[src/rtl/gnet_remap_pkg.sv]
// gnet_remap_pkg
//   Shared definitions for the gate-level net remapper:
//   - 2-bit per-bit mapping modes (CONST0 / CONST1 / PASS / HOLD)
//   - packed map entry {mode, idx}
//   - helpers for select widths and the identity map loaded at reset
package gnet_remap_pkg;

  localparam logic [1:0] MODE_CONST0 = 2'b00;
  localparam logic [1:0] MODE_CONST1 = 2'b01;
  localparam logic [1:0] MODE_PASS   = 2'b10;
  localparam logic [1:0] MODE_HOLD   = 2'b11;

  // A package cannot see the instance IN_W, so the source index is sized for
  // the widest supported input (2**16 bits). Only the low $clog2(IN_W) bits
  // are ever nonzero because illegal indices are rejected before storage.
  localparam int MAP_IDX_MAX_W = 16;

  typedef struct packed {
    logic [1:0]               mode;
    logic [MAP_IDX_MAX_W-1:0] idx;
  } map_entry_t;

  // Width of a select field addressing n items (never below one bit).
  function automatic int sel_w(input int n);
    return (n > 1) ? $clog2(n) : 1;
  endfunction

  // Identity map: output bit b follows input bit b where one exists,
  // otherwise it is padded with a constant 0.
  function automatic map_entry_t map_reset_entry(input int bit_pos, input int in_w);
    map_entry_t e;
    if (bit_pos < in_w) begin
      e.mode = MODE_PASS;
      e.idx  = MAP_IDX_MAX_W'(bit_pos);
    end else begin
      e.mode = MODE_CONST0;
      e.idx  = '0;
    end
    return e;
  endfunction

endpackage

[src/rtl/gnet_fifo.sv]
// gnet_fifo
//   Small synchronous FIFO with fully registered status and head outputs.
//   Ports:
//     clk, rst_n   clock / asynchronous active-low reset
//     push         write request (ignored while full)
//     push_data    word to store
//     pop          read request (ignored while empty)
//     in_ready     registered "not full"
//     out_valid    registered "not empty"
//     out_data     registered head word; keeps its last value once empty
//     level        current occupancy (0..DEPTH)
module gnet_fifo
  import gnet_remap_pkg::*;
#(
  parameter  int WIDTH = 8,
  parameter  int DEPTH = 2,
  localparam int PTR_W = $clog2(DEPTH),
  localparam int LVL_W = $clog2(DEPTH) + 1
) (
  input  logic             clk,
  input  logic             rst_n,
  input  logic             push,
  input  logic [WIDTH-1:0] push_data,
  input  logic             pop,
  output logic             in_ready,
  output logic             out_valid,
  output logic [WIDTH-1:0] out_data,
  output logic [LVL_W-1:0] level
);

  logic [WIDTH-1:0] mem_r [DEPTH];
  logic [PTR_W-1:0] wr_ptr_r;
  logic [PTR_W-1:0] rd_ptr_r;
  logic [PTR_W-1:0] rd_ptr_inc_s;
  logic [LVL_W-1:0] level_r;
  logic [LVL_W-1:0] level_nxt_s;
  logic [WIDTH-1:0] head_r;
  logic [WIDTH-1:0] head_nxt_s;
  logic             ready_r;
  logic             valid_r;
  logic             push_ok_s;
  logic             pop_ok_s;

  // Requests are qualified by the registered flags, so a pop while full
  // never opens a same-cycle push slot.
  assign push_ok_s = push && ready_r;
  assign pop_ok_s  = pop && valid_r;

  // DEPTH is a power of two, so pointer wrap at DEPTH is the natural overflow.
  assign rd_ptr_inc_s = rd_ptr_r + PTR_W'(1);

  // Next occupancy and next head word. The head is a dedicated register so
  // that out_data is registered and keeps the last word after draining.
  always_comb begin
    level_nxt_s = level_r;
    head_nxt_s  = head_r;
    case ({push_ok_s, pop_ok_s})
      2'b10: begin
        level_nxt_s = level_r + LVL_W'(1);
        if (level_r == LVL_W'(0)) begin
          head_nxt_s = push_data;
        end else begin
          head_nxt_s = head_r;
        end
      end
      2'b01: begin
        level_nxt_s = level_r - LVL_W'(1);
        if (level_r > LVL_W'(1)) begin
          head_nxt_s = mem_r[rd_ptr_inc_s];
        end else begin
          head_nxt_s = head_r;
        end
      end
      2'b11: begin
        level_nxt_s = level_r;
        // With one entry the pushed word becomes the new head directly.
        if (level_r > LVL_W'(1)) begin
          head_nxt_s = mem_r[rd_ptr_inc_s];
        end else begin
          head_nxt_s = push_data;
        end
      end
      default: begin
        level_nxt_s = level_r;
        head_nxt_s  = head_r;
      end
    endcase
  end

  // Storage array; cleared on reset so no stale word can surface.
  always_ff @(posedge clk or negedge rst_n) begin
    if (!rst_n) begin
      for (int i = 0; i < DEPTH; i++) begin
        mem_r[i] <= '0;
      end
    end else if (push_ok_s) begin
      mem_r[wr_ptr_r] <= push_data;
    end
  end

  // Pointers, occupancy, head word and registered handshake flags.
  always_ff @(posedge clk or negedge rst_n) begin
    if (!rst_n) begin
      wr_ptr_r <= '0;
      rd_ptr_r <= '0;
      level_r  <= '0;
      head_r   <= '0;
      ready_r  <= 1'b1;
      valid_r  <= 1'b0;
    end else begin
      if (push_ok_s) begin
        wr_ptr_r <= wr_ptr_r + PTR_W'(1);
      end
      if (pop_ok_s) begin
        rd_ptr_r <= rd_ptr_inc_s;
      end
      level_r <= level_nxt_s;
      head_r  <= head_nxt_s;
      ready_r <= (level_nxt_s < LVL_W'(DEPTH));
      valid_r <= (level_nxt_s != LVL_W'(0));
    end
  end

  assign in_ready  = ready_r;
  assign out_valid = valid_r;
  assign out_data  = head_r;
  assign level     = level_r;

endmodule

[src/rtl/gnet_remap.sv]
// gnet_remap
//   Registered bus remapper. Each output bit is driven by CONST0, CONST1,
//   a selected input bit (PASS) or its own last emitted value (HOLD). The
//   per-bit map is written at run time; mapped words go through a FIFO.
//   Ports:
//     clk, rst_n               clock / asynchronous active-low reset
//     in_valid/in_ready/in_data    input word handshake
//     out_valid/out_ready/out_data FIFO head handshake
//     cfg_we, cfg_bit, cfg_mode, cfg_idx   map write port
//     cfg_err, cfg_err_clr     sticky illegal-write flag and its clear
//     fifo_level               FIFO occupancy
module gnet_remap
  import gnet_remap_pkg::*;
#(
  parameter  int IN_W  = 8,
  parameter  int OUT_W = 8,
  parameter  int DEPTH = 2,
  localparam int CB_W  = (OUT_W > 1) ? $clog2(OUT_W) : 1,
  localparam int CI_W  = (IN_W > 1) ? $clog2(IN_W) : 1,
  localparam int LVL_W = $clog2(DEPTH) + 1
) (
  input  logic             clk,
  input  logic             rst_n,
  input  logic             in_valid,
  output logic             in_ready,
  input  logic [IN_W-1:0]  in_data,
  output logic             out_valid,
  input  logic             out_ready,
  output logic [OUT_W-1:0] out_data,
  input  logic             cfg_we,
  input  logic [CB_W-1:0]  cfg_bit,
  input  logic [1:0]       cfg_mode,
  input  logic [CI_W-1:0]  cfg_idx,
  output logic             cfg_err,
  input  logic             cfg_err_clr,
  output logic [LVL_W-1:0] fifo_level
);

  map_entry_t       map_r [OUT_W];
  map_entry_t       cfg_entry_s;
  logic [OUT_W-1:0] hold_r;
  logic [OUT_W-1:0] pass_s;
  logic [OUT_W-1:0] mapped_s;
  logic             cfg_err_r;
  logic             bit_bad_s;
  logic             idx_bad_s;
  logic             cfg_ok_s;
  logic             cfg_bad_s;
  logic             push_s;
  logic             fifo_ready_s;

  // Legality of a map write; both sides widened to 32 bits so the check
  // also covers select codes beyond a non-power-of-two width.
  assign bit_bad_s = (32'(cfg_bit) >= 32'(OUT_W));
  assign idx_bad_s = (cfg_mode == MODE_PASS) && (32'(cfg_idx) >= 32'(IN_W));
  assign cfg_ok_s  = cfg_we && !bit_bad_s && !idx_bad_s;
  assign cfg_bad_s = cfg_we && (bit_bad_s || idx_bad_s);

  // Entry to store; the index is kept only for PASS so other modes hold a
  // clean zero index.
  always_comb begin
    cfg_entry_s.mode = cfg_mode;
    if (cfg_mode == MODE_PASS) begin
      cfg_entry_s.idx = MAP_IDX_MAX_W'(cfg_idx);
    end else begin
      cfg_entry_s.idx = '0;
    end
  end

  // Map registers: identity at reset, one legal entry written per edge.
  always_ff @(posedge clk or negedge rst_n) begin
    if (!rst_n) begin
      for (int i = 0; i < OUT_W; i++) begin
        map_r[i] <= map_reset_entry(i, IN_W);
      end
    end else begin
      for (int i = 0; i < OUT_W; i++) begin
        if (cfg_ok_s && (32'(cfg_bit) == 32'(i))) begin
          map_r[i] <= cfg_entry_s;
        end
      end
    end
  end

  // PASS source per output bit, built as an AND-OR select over all input
  // bits so an index can never read outside in_data or yield X.
  always_comb begin
    pass_s = '0;
    for (int i = 0; i < OUT_W; i++) begin
      for (int j = 0; j < IN_W; j++) begin
        pass_s[i] = pass_s[i] | (in_data[j] & (map_r[i].idx == MAP_IDX_MAX_W'(j)));
      end
    end
  end

  // Per-bit mapping mux using the map as it stands before this edge, so a
  // word accepted alongside a config write still sees the old map.
  always_comb begin
    mapped_s = '0;
    for (int i = 0; i < OUT_W; i++) begin
      case (map_r[i].mode)
        MODE_CONST0: mapped_s[i] = 1'b0;
        MODE_CONST1: mapped_s[i] = 1'b1;
        MODE_PASS:   mapped_s[i] = pass_s[i];
        MODE_HOLD:   mapped_s[i] = hold_r[i];
        default:     mapped_s[i] = 1'b0;
      endcase
    end
  end

  assign push_s = in_valid && fifo_ready_s;

  // Hold register captures the whole mapped word on every accepted push.
  always_ff @(posedge clk or negedge rst_n) begin
    if (!rst_n) begin
      hold_r <= '0;
    end else if (push_s) begin
      hold_r <= mapped_s;
    end
  end

  // Sticky config error; a new illegal write outranks a clear.
  always_ff @(posedge clk or negedge rst_n) begin
    if (!rst_n) begin
      cfg_err_r <= 1'b0;
    end else if (cfg_bad_s) begin
      cfg_err_r <= 1'b1;
    end else if (cfg_err_clr) begin
      cfg_err_r <= 1'b0;
    end
  end

  gnet_fifo #(
    .WIDTH (OUT_W),
    .DEPTH (DEPTH)
  ) u_fifo (
    .clk       (clk),
    .rst_n     (rst_n),
    .push      (push_s),
    .push_data (mapped_s),
    .pop       (out_ready),
    .in_ready  (fifo_ready_s),
    .out_valid (out_valid),
    .out_data  (out_data),
    .level     (fifo_level)
  );

  assign in_ready = fifo_ready_s;
  assign cfg_err  = cfg_err_r;

endmodule

[config.mk]
export PLATFORM = sky130hd
export DESIGN_NAME = gnet_remap
export DESIGN_NICKNAME = d
export VERILOG_FILES = /design/src/rtl/gnet_remap_pkg.sv /design/src/rtl/gnet_fifo.sv /design/src/rtl/gnet_remap.sv
export SDC_FILE = /design/constraint.sdc
export NUM_CORES = 1
export LEC_CHECK = 0
export ABC_AREA = 0
export CORE_MARGIN = 2
export CORE_UTILIZATION = 55
export CTS_CLUSTER_DIAMETER = 60
export DETAILED_ROUTE_END_ITERATION = 16
export DONT_BUFFER_PORTS = 1
export MAX_ROUTING_LAYER = met4
export PLACE_DENSITY = 0.68
export SLEW_MARGIN = 20
export SYNTH_ARGS = -nofsm -noshare
export SYNTH_HDL_FRONTEND = slang
export SYNTH_SLANG_ARGS = --single-unit
[constraint.sdc]
create_clock -name clk -period 5.55 [get_ports clk]
set_input_delay 0.2775 -clock clk [delete_from_list [all_inputs] [get_ports clk]]
set_output_delay 0.2775 -clock clk [all_outputs]
set_load 0.03 [all_outputs]
Word level (Yosys, flattened, before mapping)
Cells that the tools add are included.
{ "word_totals": {"register_bits": 182, "out_inout_bits": 13, "elab_cells": 302} }
{ "classes": {"mux": 20, "addsub": 4, "magnitude_cmp": 5, "reduce_logical": 33, "eq_ne": 93, "bitwise": 122} }
{ "op_table": {"columns": ["cell", "count"], "rows": [
  ["16-bit by 3-bit == test with 1-bit output (second input constant)", 32],
  ["16-bit by 2-bit == test with 1-bit output (second input constant)", 16],
  ["16-bit by 1-bit == test with 1-bit output (second input constant)", 8],
  ["16-bit zero test", 8],
  ["1-bit AND", 64],
  ["8-bit two-way mux", 7],
  ["1-bit OR", 56],
  ["2-bit == test (second input constant)", 19],
  ["1-bit one-hot mux with 4 select lines", 8],
  ["8-bit one-hot mux with 3 select lines", 1],
  ["2-bit by 1-bit == test with 1-bit output (second input constant)", 9],
  ["2-bit zero test", 9],
  ["16-bit bitwise mux", 1],
  ["3-bit == test (second input constant)", 4],
  ["1-bit logical AND", 12],
  ["8-bit demux with 1-bit select", 1],
  ["3-bit by 2-bit == test with 1-bit output (second input constant)", 2],
  ["2-bit greater-or-equal comparator (second input constant)", 2],
  ["2-bit by 1-bit inequality test with 1-bit output (second input constant)", 2],
  ["1-bit NOT with 2-bit output", 2],
  ["2-bit one-hot mux with 2 select lines", 1],
  ["3-bit by 1-bit == test with 1-bit output (second input constant)", 1],
  ["3-bit zero test", 1],
  ["3-bit two-way mux", 1],
  ["other kinds (9)", 10]
]} }

Logic depth before layout (Yosys ltp)
{ "depth": {"ltp_word": 12, "mapped_depth": 8, "ltp_nobuf": 8} }

Hierarchy
From an unflattened synthesis, not the netlist that was laid out.
{ "hier_totals": {"hier_cells": 373, "hier_area_um2": 4073.9} }
{ "modules_own_cells": {"columns": ["mod", "seq_area_each_um2", "instances", "cells_per_inst", "area_each_um2"], "rows": [
  ["gnet_remap", 1226.2, 1, 261, 2632.5],
  ["gnet_fifo", 752.0, 1, 112, 1441.4]
]} }

Worst setup path after synthesis
Ideal clock, no wire load.
{ "synth_path": {"path_type": "register -> register", "from": "register u_fifo.ready_r, in the netlist u_fifo.in_ready", "to": "register u_fifo.head_r[4], in the netlist u_fifo.out_data[4]", "arrival_time_ns": 2.003, "stages_incl_launch_ff": 8, "path_buffers": 2, "setup_slack_ns": 3.470, "path_cell_list": "dfstp_2 -> nand2_1 -> clkbuf_1 -> ha_1 -> a221oi_2 -> buf_2 -> nor2_1 -> a21oi_1"} }
{ "synth_between": {"elab_chain_len": 5, "word_cells_on_any_way": 10} }
{ "synth_lines": {"columns": ["element", "line_no", "source"], "rows": [
  ["start: declaration", "gnet_fifo.sv:39", "logic ready_r;"],
  ["start signal: assignment", "gnet_fifo.sv:119", "ready_r <= (level_nxt_s < LVL_W'(DEPTH));"],
  ["1-bit logical AND", "gnet_remap.sv:111", "assign push_s = in_valid && fifo_ready_s;"],
  ["1-bit logical AND (*)", "gnet_fifo.sv:46", "assign push_ok_s = push && ready_r;"],
  ["2-bit by 1-bit == test with 1-bit output / 2-bit == test (equally long branches)", "gnet_fifo.sv:57", "case ({push_ok_s, pop_ok_s})"],
  ["2-bit by 1-bit inequality test with 1-bit output (no source line) / 3-bit nonzero test (equally long branches)", null, null],
  ["3-bit AND reduction (no source line)", null, null],
  ["end signal: assignment", "gnet_fifo.sv:118", "head_r <= head_nxt_s;"],
  ["end: declaration", "gnet_fifo.sv:37", "logic [WIDTH-1:0] head_r;"]
]} }
Every way passes the cells marked *; elsewhere a longest branch is shown, timed or not.
A chain may end at the register's enable or synchronous reset.

Worst setup path in the final report
{ "layout_path": {"from": "register u_fifo.ready_r, in the netlist u_fifo.in_ready", "to": "register u_fifo.head_r[1], in the netlist u_fifo.out_data[1]"} }
{ "layout_between": {"elab_chain_len": 5, "word_cells_on_any_way": 10} }
{ "layout_lines": {"columns": ["element", "line_no", "source"], "rows": [
  ["1-bit logical AND (*)", "gnet_remap.sv:111", null],
  ["net push_s", "gnet_remap.sv:49", "logic push_s;"],
  ["1-bit logical AND (*)", "gnet_fifo.sv:46", null],
  ["2-bit by 1-bit == test with 1-bit output / 2-bit == test (equally long branches)", "gnet_fifo.sv:57", null],
  ["2-bit by 1-bit inequality test with 1-bit output (no source line) / 3-bit nonzero test (equally long branches)", null, null],
  ["3-bit AND reduction (no source line)", null, null]
]} }
Mark *: on every way through the listed nets, which the timed path passes. The rest lies on a longest branch.

==> metrics.yaml <==
run:
  drv_cap: 0
min_path:
  min_from: "cfg_mode[1]"
  holdPathStages: 1
  worstHoldEndpoint: "map_r[71]"
  hold_class: "in -> reg"
global_routing:
  gr-usage-all-layers_pct: 22.7
  first_global_vias: 2638
  grt_antenna_before_repair: 0
  grt_pass1_wl_um: 12900
  grt_max_degree: 79
  grt-ovfl-total: 0
synthesis:
  synth.distinct_cells: 34
  synth.avg_cell_area_um2: 11.0
  yosysMostFrequentCell: "nand2_1"
  synth_nets: 380
  synthArstFlopShare_pct: 100
  ys_seq_area_share_pct: 51.1
  synth_top_area_share_pct: 36.8
  synth_edf_count: 0
  synth_flop_cell: "dfrtp_1"
  synth_largest_area_cell: "dfrtp_1"
  syn_area_um2: 3870
  yosys-top-cells-count: "63 x nand2_1, 57 x dfrtp_1, 33 x o21ai_0, 24 x mux2_2, 24 x nor2_1"
  synth_cells: 352
  synth_area_leaders: "dfrtp_1 37%, dfstp_2 14%, mux2_2 7.0%"
  yosys_warnings: 0
  synth_seq_cells: 78
clock_tree:
  cts.sinks: 78
  cts_buffer_depth: 2
  clockRootBuffer: "clkbuf_8"
  clkTransAtPathRegs_ns: 0.08
  htreeDepth: 3
  tritoncts: "done"
  worstSkewPairLatency_ns: 0.35
  numCtsBuffers: 9
timing:
  clock-skew-final_ns: 0.00476
  setup_viol: 0
  slew-limit-headroom_pct: 28.6
  report.final.hold_viol_count: 0
  maxSlewViolCount: 0
  tightestPinTransition_ns: 1.07
  setup_tns_ns: 0
  min_period_ns: 2.88
  clock.fmax_mhz: 347
  period_share_pct: 51.9
  rsz0062_at_grt: "no"
worst_setup_path:
  r2r-end: "u_fifo.out_data[1]"
  crit_fanout: 16
  critPathLaunchType: "flop"
  slowest_stage: "a221oi_2"
  timing.rr.start: "u_fifo.in_ready"
  worstPathRequired_ns: 5.73
  crit_type: "reg -> reg"
  r2r_setup_slack_ns: 2.67
  crit_path_start: "u_fifo.in_ready"
  path_cells: "nand2_1 > clkinv_1 > ha_1 > a221oi_2 > a31oi_1"
  critPathMaxStageDelay_ns: 0.89
  arrival_ns: 3.06
  cp-end-kind: "flop"
  rr_worst_depth: 5
routing:
  wirelength_um: 7710
  detailedRoute.firstPassIterationCount: 4
  remaining_drc_errors: 0
  ant_nets: 0
  vias: 2633
  dr.first_iter.drc_count: 100
  via_per_inst: 5.72
  wl_per_cell_um: 16.8
power_and_ir_drop:
  p_leak_nw: 1.76
  p_per_area_nw_per_um2: 479
  ir_worst_vdd_uv: 163
layout:
  antenna_cells: 0
  layout.cells.non_filler: 460
  fin_nets: 387
  drive_gt1_share_pct: 19.5
  fin_util_pct: 62.5
  syn_to_final_growth_pct: 9.73
placed_design:
  place_inst: 442
  hpwl_um: 5290
  port_buffers: 0
  finalWeightedCongestion: 0.775
die:
  die_area_um2: 7730
  floorplan.rows: 30
  start_util_pct: 57.0
  die_w_um: 87.9
  io_pins: 35
  core_area_um2: 6790
  die-height_um: 87.9
status:
  outcome: "finished clean"
-- cells in the final DEF, fill, tap and decap left out, drive strengths merged, types with 5 or more instances in the layout --
cell type  instances
mux2              24
ha                 6
mux2i             13
dfrtp             57
o32a               5
o21a               6
inv               11
mux4              13
nand2b             8
a21oi             11
nor2              24
o21ai             50
clkbuf            10
dfstp             21
nand2             63
a2bb2oi            5
-- timing repair --
item	CTS	global route
hold buffers	2	0
hold endpoints to repair	78	0
resized for setup	0	0
buffers inserted	0	0
-- flip-flops by register name, summed over array words and instances (netlist names) --
signal and cells:
u_fifo.mem_r 16, u_fifo.wr_ptr_r 1, hold_r 8, u_fifo.level 2, u_fifo.rd_ptr_r 1, map_r 40, u_fifo.in_ready 1, u_fifo.out_valid 1
u_fifo.out_data 8
-- kinds of logic (layout without fill, tap and decap cells) --
logic type	count (synthesis)	in the layout	share of synthesized area, %
AO/OA/AOI/OAI	90	90	14.4
XOR/XNOR	1	1	0.226
AND/OR/NAND/NOR	108	108	11.8
buffers and inverters	18	30	1.87
multiplexers	50	50	18.6
adder cells (fa/ha/maj)	6	6	1.94
flip-flops	78	78	51.1
other	1	1	0.0968
-- layer usage --
metal  global-route usage [%]  share of wire, %  wire (um)
met3                     4.34               4.0        305
met1                     28.9                47       3640
met4                     8.67               1.8        136
met5                        -                 0          0
met2                     36.4                47       3620
-- power breakdown --
part | internal [mW] | switching [mW] | total (mW)
Sequential | 0.765 | 0.219 | 0.984
Clock | 0.310 | 0.211 | 0.521
Combinational | 0.255 | 0.274 | 0.530
Total | 1.33 | 0.704 | 2.03
-- per-stage QoR --
stage               setup slack [ns]  hold WS, ns  total power, mW  instance area (um2)
floorplan                       3.47      -0.0181             1.40                 3870
global placement                2.72      -0.0158             1.49                 3970
detailed placement              2.63      -0.0159             1.51                 3970
CTS                             2.61       0.0635             2.05                 4250
global route                    2.38       0.0626             2.16                 4250
finish                          2.67       0.0731             2.03                 4250
-- layout make-up --
class / count / area (um2)
Clock buffer: 10 / 138
Clock inverter: 6 / 109
Fill cell: 553 / 2540
Inverter: 12 / 45.0
Multi-Input combinational cell: 256 / 1820
Sequential cell: 78 / 1980
Tap cell: 96 / 120
Timing Repair Buffer: 2 / 37.5
-- critical path: cells and delay by family (launching register included) --
kind	cells	cell delay (ns)
AOI/OAI and AO/OA	2	1.06
adders and majority gates	1	0.37
buffers and inverters	1	0.44
DFF	1	0.42
and+or+nand+nor	1	0.40
-- how the worst max path moves through the flow --
stage                          to  slack (ns)  depth (start not counted)
2_1_floorplan  u_fifo.out_data[4]        3.47                          7
3_3_place_gp   u_fifo.out_data[3]        2.72                          5
3_5_place_dp   u_fifo.out_data[1]        2.63                          5
4_1_cts        u_fifo.out_data[1]        2.61                          5
5_1_grt        u_fifo.out_data[1]        2.38                          5
6_report       u_fifo.out_data[1]        2.67                          5
(Power assumes the default switching activity.)
